$ cat src/rtl/pwm_duty_decoder_pkg.sv
// Shared definitions for the PWM duty decoder and related PWM blocks:
// measurement FSM state encoding and the default counter width.
package pwm_duty_decoder_pkg;

    // Default width of the period and high-time counters.
    localparam int unsigned MEAS_LEN_DEFAULT = 8;

    // Measurement FSM states: waiting for a first edge, or timing a period.
    typedef enum logic [0:0] {
        ST_IDLE    = 1'b0,
        ST_MEASURE = 1'b1
    } meas_state_e;

endpackage : pwm_duty_decoder_pkg

$ cat src/rtl/pwm_duty_decoder_sync.sv
// Synchronizer and rising-edge detector for an asynchronous PWM input.
// The edge flag is registered, so o_level is taken from the history flop to
// stay cycle-aligned with o_rise (both describe the same synchronized sample).
module sync_edge_detect (
    input  logic clk,
    input  logic rst,
    input  logic i_async,
    output logic o_level,
    output logic o_rise
);

    logic s1_r;
    logic s2_r;
    logic s3_r;
    logic rise_r;

    // Two-flop synchronizer, history flop and registered rising-edge flag.
    always_ff @(posedge clk) begin
        if (rst) begin
            s1_r   <= 1'b0;
            s2_r   <= 1'b0;
            s3_r   <= 1'b0;
            rise_r <= 1'b0;
        end else begin
            s1_r   <= i_async;
            s2_r   <= s1_r;
            s3_r   <= s2_r;
            rise_r <= s2_r & ~s3_r;
        end
    end

    assign o_level = s3_r;
    assign o_rise  = rise_r;

endmodule : sync_edge_detect

$ cat src/rtl/pwm_duty_decoder.sv
// PWM duty decoder: measures the period (rise to rise) and high time of an
// asynchronous PWM input in clk cycles, and reports a stuck input (0% or
// 100% duty) when no rising edge arrives before the period counter saturates.
module pwm_duty_decoder
    import pwm_duty_decoder_pkg::*;
#(
    parameter int unsigned MEAS_LEN = MEAS_LEN_DEFAULT
) (
    input  logic                clk,
    input  logic                rst,
    input  logic                i_pwm,
    output logic [MEAS_LEN-1:0] o_period,
    output logic [MEAS_LEN-1:0] o_high,
    output logic                o_valid,
    output logic                o_stuck,
    output logic                o_level
);

    localparam logic [MEAS_LEN-1:0] CNT_ZERO = {MEAS_LEN{1'b0}};
    localparam logic [MEAS_LEN-1:0] CNT_ONE  = {{(MEAS_LEN-1){1'b0}}, 1'b1};
    localparam logic [MEAS_LEN-1:0] CNT_MAX  = {MEAS_LEN{1'b1}};

    logic                level_sync_s;
    logic                rise_s;

    meas_state_e         state_r;
    meas_state_e         state_s;
    logic [MEAS_LEN-1:0] period_cnt_r;
    logic [MEAS_LEN-1:0] period_cnt_s;
    logic [MEAS_LEN-1:0] high_cnt_r;
    logic [MEAS_LEN-1:0] high_cnt_s;
    logic [MEAS_LEN-1:0] period_r;
    logic [MEAS_LEN-1:0] period_s;
    logic [MEAS_LEN-1:0] high_r;
    logic [MEAS_LEN-1:0] high_s;
    logic                valid_r;
    logic                valid_s;
    logic                stuck_r;
    logic                stuck_s;
    logic                level_r;
    logic                level_s;

    sync_edge_detect u_sync (
        .clk     (clk),
        .rst     (rst),
        .i_async (i_pwm),
        .o_level (level_sync_s),
        .o_rise  (rise_s)
    );

    // Next-state, counter and result logic; results change only on a strobe.
    always_comb begin
        state_s      = state_r;
        period_cnt_s = period_cnt_r;
        high_cnt_s   = high_cnt_r;
        period_s     = period_r;
        high_s       = high_r;
        valid_s      = 1'b0;
        stuck_s      = stuck_r;
        level_s      = level_r;
        case (state_r)
            ST_IDLE: begin
                // First rise only arms the measurement; nothing to report yet.
                if (rise_s) begin
                    state_s      = ST_MEASURE;
                    period_cnt_s = CNT_ONE;
                    high_cnt_s   = CNT_ONE;
                end else begin
                    state_s      = ST_IDLE;
                end
            end
            ST_MEASURE: begin
                // A rise closes the period and wins over a coincident timeout.
                if (rise_s) begin
                    period_s     = period_cnt_r;
                    high_s       = high_cnt_r;
                    stuck_s      = 1'b0;
                    valid_s      = 1'b1;
                    period_cnt_s = CNT_ONE;
                    high_cnt_s   = CNT_ONE;
                end else if (period_cnt_r == CNT_MAX) begin
                    period_s     = CNT_ZERO;
                    high_s       = CNT_ZERO;
                    stuck_s      = 1'b1;
                    level_s      = level_sync_s;
                    valid_s      = 1'b1;
                    period_cnt_s = CNT_ZERO;
                    high_cnt_s   = CNT_ZERO;
                    state_s      = ST_IDLE;
                end else begin
                    // High count only advances with the period count, so it
                    // can never exceed it.
                    period_cnt_s = period_cnt_r + CNT_ONE;
                    if (level_sync_s) begin
                        high_cnt_s = high_cnt_r + CNT_ONE;
                    end else begin
                        high_cnt_s = high_cnt_r;
                    end
                end
            end
            default: begin
                state_s      = ST_IDLE;
                period_cnt_s = CNT_ZERO;
                high_cnt_s   = CNT_ZERO;
            end
        endcase
    end

    // State, counter and output registers with synchronous reset.
    always_ff @(posedge clk) begin
        if (rst) begin
            state_r      <= ST_IDLE;
            period_cnt_r <= CNT_ZERO;
            high_cnt_r   <= CNT_ZERO;
            period_r     <= CNT_ZERO;
            high_r       <= CNT_ZERO;
            valid_r      <= 1'b0;
            stuck_r      <= 1'b0;
            level_r      <= 1'b0;
        end else begin
            state_r      <= state_s;
            period_cnt_r <= period_cnt_s;
            high_cnt_r   <= high_cnt_s;
            period_r     <= period_s;
            high_r       <= high_s;
            valid_r      <= valid_s;
            stuck_r      <= stuck_s;
            level_r      <= level_s;
        end
    end

    assign o_period = period_r;
    assign o_high   = high_r;
    assign o_valid  = valid_r;
    assign o_stuck  = stuck_r;
    assign o_level  = level_r;

endmodule : pwm_duty_decoder

$ cat config.mk
export PLATFORM = sky130hd
export DESIGN_NAME = pwm_duty_decoder
export DESIGN_NICKNAME = d
export VERILOG_FILES = /design/src/rtl/pwm_duty_decoder_pkg.sv /design/src/rtl/pwm_duty_decoder_sync.sv /design/src/rtl/pwm_duty_decoder.sv
export SDC_FILE = /design/constraint.sdc
export NUM_CORES = 1
export LEC_CHECK = 0
export ABC_CLOCK_PERIOD_IN_PS = 2550
export CORE_ASPECT_RATIO = 1.5
export CORE_MARGIN = 3
export CORE_UTILIZATION = 57
export DETAILED_ROUTE_END_ITERATION = 8
export PLACE_DENSITY = 0.8
export SETUP_SLACK_MARGIN = 0.02
export SLEW_MARGIN = 20
export SYNTH_ARGS = -nofsm -noshare
export SYNTH_HDL_FRONTEND = slang
export SYNTH_SLANG_ARGS = --single-unit
export TNS_END_PERCENT = 50
$ cat constraint.sdc
create_clock -name clk -period 2.55 [get_ports clk]
set_input_delay 0.6375 -clock clk [delete_from_list [all_inputs] [get_ports clk]]
set_output_delay 0.6375 -clock clk [all_outputs]
set_load 0.005 [all_outputs]
; After elaboration in Yosys (flattened, before gate mapping)
; Index checks and enable logic that the tools add are counted.
; W data, S select, Z words.
[classes]
order_cmp = 0
addsub = 2
bitwise = 4
muxes = 19
n_reduce_logical = 5
mul = 0
eq_ne = 3
shifts = 0
div_mod_pow = 0
[ops]
columns = cell, count
row1 = $mux W8, 9
row2 = $pmux W8 S2, 2
row3 = $add A8 B1 Y8 const B, 2
row4 = $eq A8 B8 Y1 const B, 1
row5 = $mux W1, 7
row6 = $ne A4 B1 Y1 const B, 1
row7 = $reduce_and A2 Y1, 2
row8 = $not A1 Y1, 3
row9 = $reduce_and A3 Y1, 1
row10 = $ne A2 B1 Y1 const B, 1
row11 = $pmux W1 S2, 1
row12 = $reduce_bool A2 Y1, 1
row13 = $reduce_or A2 Y1, 1
row14 = $and A1 B1 Y1, 1
[totals]
mem_count = 0
ram_bits = 0
word_cells = 45
in_bits = 3
romBits = 0
latch_bits = 0
reg_bits = 40

; Longest topological paths before layout
[depth]
ltp_word = 5
depth_mapped = 6
mapped_depth_nobuf = 5

; By module
; From an unflattened synthesis, not the netlist that was laid out.
[unflattened]
hier_cells = 167
hier_area_um2 = 1625.3
[by_module_without_submodules]
columns = module, area_each_um2, cells_each, seq_area_each_um2, n_inst
row1 = pwm_duty_decoder, 1514.0, 159, 720.7, 1
row2 = sync_edge_detect, 111.4, 8, 80.1, 1

; Worst setup path after synthesis
; Ideal clock, no wire load.
[synth_path]
kind = reg-to-reg
startpoint = reg period_cnt_r[0]
endpoint = reg high_cnt_r[7]
path_stages_with_launch = 7
setup_time_ns = 0.061
setup_slack_ns = 0.956
period_less_slack_ns = 1.594
arrival_time_ns = 1.533
required_ns = 2.489
path_cell_list = dfxtp_1 -> ha_1 -> and4_1 -> buf_6 -> a2111oi_4 -> o311a_1 -> a311o_1
[synth_via]
elab_chain_len = 4
[synth_lines]
columns = element, line_no
row1 = "start, declared", pwm_duty_decoder.sv:28  ; logic [MEAS_LEN-1:0] period_cnt_r;
row2 = "start signal, assigned", pwm_duty_decoder.sv:122  ; period_cnt_r <= period_cnt_s;
row3 = $eq A8 B8 Y1 *, pwm_duty_decoder.sv:81  ; end else if (period_cnt_r == CNT_MAX) begin
row4 = $mux W8, pwm_duty_decoder.sv:81
row5 = $mux W8, pwm_duty_decoder.sv:74  ; if (rise_s) begin
row6 = $pmux W8 S2, pwm_duty_decoder.sv:61  ; case (state_r)
row7 = "end signal, assigned", pwm_duty_decoder.sv:123  ; high_cnt_r <= high_cnt_s;
row8 = "end, declared", pwm_duty_decoder.sv:30  ; logic [MEAS_LEN-1:0] high_cnt_r;
; Mark *: on every way between the ends. The rest lies on a longest branch, timed or not.
; A chain may end at the register's enable or synchronous reset.

==> metrics.md <==
| Metric | Value |
|---|---|
| Status | `completed` |
| GRT overflow | `0` |
| Worst setup margin | `0.425 ns` |
| First-iteration detailed-routing DRC count | `between 60 and 70` |
| Yosys top cell by area | `dfxtp_1` |
| CTS tree | `built` |
| Die height | `71.6 µm` |
| TritonRoute pass-1 iters | `4` |
| Via density | `around 6` |
| Total GRT Usage | `22.1%` |
| Hold buffers post-CTS | `0` |
| Netlist cell types | `44` |
| Hpwl dp | `about 2500 µm` |
| Clock skew | `just over 0.007 ns` |
| Post-Syn Area | `~1600 µm²` |
| WL/cell | `15.7 µm` |
| CTS buffer count | `5` |
| Post-synth EDFFs | `0` |
| R2r setup slk | `0.71 ns` |
| Slew HR | `about a third` |
| Place WS | `0.132 ns` |
| # clock sinks | `40` |
| H-tree depth | `2` |
| Commonest non-fill, non-tap cell in the layout | `dfxtp_1` |
| Port-buffer cells | `21` |
| Final ANT Viol Nets | `0` |
| First-pass GRT wire length | `slightly above 6000 µm` |
| Final Hold Viols | `0` |
| Routed WL | `roughly 3500 µm` |
| Post-synth top area share | `49.0%` |
| FF-to-FF Start | `period_cnt_r[0]` |
| CTS Buffer Depth | `2` |
| Final TNS setup | `0 ns` |
| RD Place Congestion | `0.892` |
| Cell area after layout | `a little under 2000 µm²` |
| Worst r2r dst | `o_period[3]` |
| Largest net degree at the start of global routing | `17` |
| Row cnt | `23` |
| CP startpoint | `rst` |
| Post-Synthesis Cells | `~160` |
| Vias in the first global route | `1,347` |
| CP max FO | `16` |
| Clk_lat worst skew | `just under 0.3 ns` |
| Post-placement cell area | `between 1500 and 2000 µm²` |
| Async S/R FF share, synth | `0%` |
| Fin crit share | `83.3%` |
| Vias | `around 1,400` |
| Slew @ Worst Pin | `~1.0 ns` |
| Setup Buffers After CTS | `0` |
| Core Box Area | `2710 µm²` |
| Crit. End Element | `register` |
| Syn Area/Cell | `about 10 µm²` |
| Nets | `around 190` |
| Peak supply drop | `around 420 µV` |
| Layout area overhead | `19.2%` |
| Worst min path class | `register to register` |
| R2r worst-path depth | `5` |
| Share of cells above drive strength 1 | `around 10%` |
| Data arrival, critical path | `~2.4 ns` |
| IO Pins | `22` |
| Max Freq | `~470 MHz` |
| Leakage power | `a little under 0.7 nW` |
| Root buf cell | `clkbuf_8` |
| Seq/Total Area, Yosys | `between 40 and 50%` |
| ANT cells | `0` |
| Drt drc | `0` |
| Die ar. | `3560 µm²` |
| Ys flop type | `dfxtp_1` |
| Main area contributors after synthesis | `dfxtp_1, a22o_1, nand2_1, o211ai_1, a21oi_1` |
| Die width | `49.7 µm` |
| Final setup viols | `0` |
| Setup CP Type | `primary input to register` |
| Data required, critical path | `around 2.8 ns` |
| Resized cells post-CTS | `0` |
| Initial antenna violation count | `0` |
| Min Tclk post-route | `about 2.1 ns` |
| YS warnings | `0` |
| Mapped Nets | `169` |
| Synth Register Bits | `40` |
| Max_cap viols | `0` |
| Clk slew on worst S/H paths | `around 0.07 ns` |
| Most frequent cells in the layout | `dfxtp_1, clkdlybuf4s50_1, a22o_1` |
| Starting Density | `between 60% and 70%` |
| Pwr/cell area | `roughly 560 nW/µm²` |
| Worst setup path end | `o_period[3]` |
| Crit start category | `primary input` |
| Unrepaired setup endpoints after global routing | `no` |
| Slew Limit Fails | `0` |
-- registers in the layout, indices dropped and copies added (netlist names) --
signal and count:
o_high 8, u_sync.o_rise 1, o_valid 1, high_cnt_r 8, o_stuck 1, o_period 8
u_sync.s1_r 1, u_sync.s2_r 1, period_cnt_r 8, state_r 1, o_level 1, u_sync.o_level 1
-- worst min-delay path by stage --
stage	startpoint	end	slack, ns	cells after the start
floorplan	u_sync.s1_r	u_sync.s2_r	0.41	1
global placement	u_sync.s1_r	u_sync.s2_r	0.43	1
detailed placement	u_sync.s1_r	u_sync.s2_r	0.44	1
CTS	u_sync.s1_r	u_sync.s2_r	0.46	1
global route	u_sync.s1_r	u_sync.s2_r	0.46	1
finish	u_sync.s1_r	u_sync.s2_r	0.45	1
-- cell usage after synthesis (all sizes together), types with 2 or more instances --
| library cell | instances |
|---|---|
| a21o | 2 |
| a21oi | 9 |
| a22o | 16 |
| a31o | 2 |
| and2 | 2 |
| and3 | 3 |
| buf | 7 |
| dfxtp | 40 |
| ha | 2 |
| inv | 4 |
| mux2i | 2 |
| nand2 | 13 |
| nand3 | 8 |
| nand4 | 2 |
| nor2 | 11 |
| nor2b | 4 |
| nor3 | 3 |
| nor4 | 3 |
| o211ai | 6 |
| o21ai | 8 |
| o22ai | 2 |
| o311a | 2 |
| xor2 | 3 |
-- cell families (layout without fill, tap and decap cells) --
logic type                 Yosys count  in the layout  share of synthesized area [%]
AOI/OAI and AO/OA                   52             52                           24.6
adders and majority gates            2              2                           1.53
xor gates and xnor gates             3              3                           1.61
DFF                                 40             40                           49.0
muxes                                2              2                           1.23
buffers and inverters               11             36                           4.29
and+or+nand+nor                     54             54                           17.8
-- power by group --
group / switching [mW] / internal [mW] / leakage [nW] / total [mW]
Combinational: 0.0238 / 0.0131 / 0.326 / 0.0369
Sequential: 0.00530 / 0.629 / 0.323 / 0.635
Clock: 0.197 / 0.220 / 0.0455 / 0.417
-- layout make-up --
type / instances / area, µm²
flip-flops and latches: 40 / 801
multi-input cells: 113 / 763
fillers: 236 / 757
repair buffers: 24 / 233
clock buffers: 8 / 90.1
well taps: 37 / 46.3
inverters: 4 / 15.0
-- stage by stage --
stage          utilization (%)  total power [mW]  cells  hold WS (ns)
2_1_floorplan                -             0.672    164         0.414
3_5_place_dp              68.7             0.685    218         0.438
4_1_cts                   72.0              1.10    226         0.456
5_1_grt                   72.0              1.13    226         0.463
3_3_place_gp              68.7             0.684    218         0.431
6_report                  72.0              1.09    226         0.448
-- worst max-delay path, stage by stage --
cell and delay [ns]:
clkdlybuf4s50_1 0.59, nor3_2 0.84, a22o_2 0.28
-- layer usage --
layer  global-route usage (%)  up-vias  wire length, µm
met5                        0        -                0
met4                     13.8        0               57
met3                     3.95        8              170
met2                     37.4       46             1820
met1                     25.4      653             1490
li1                         -      658                -
No activity file was read; power rests on OpenSTA's default activity.
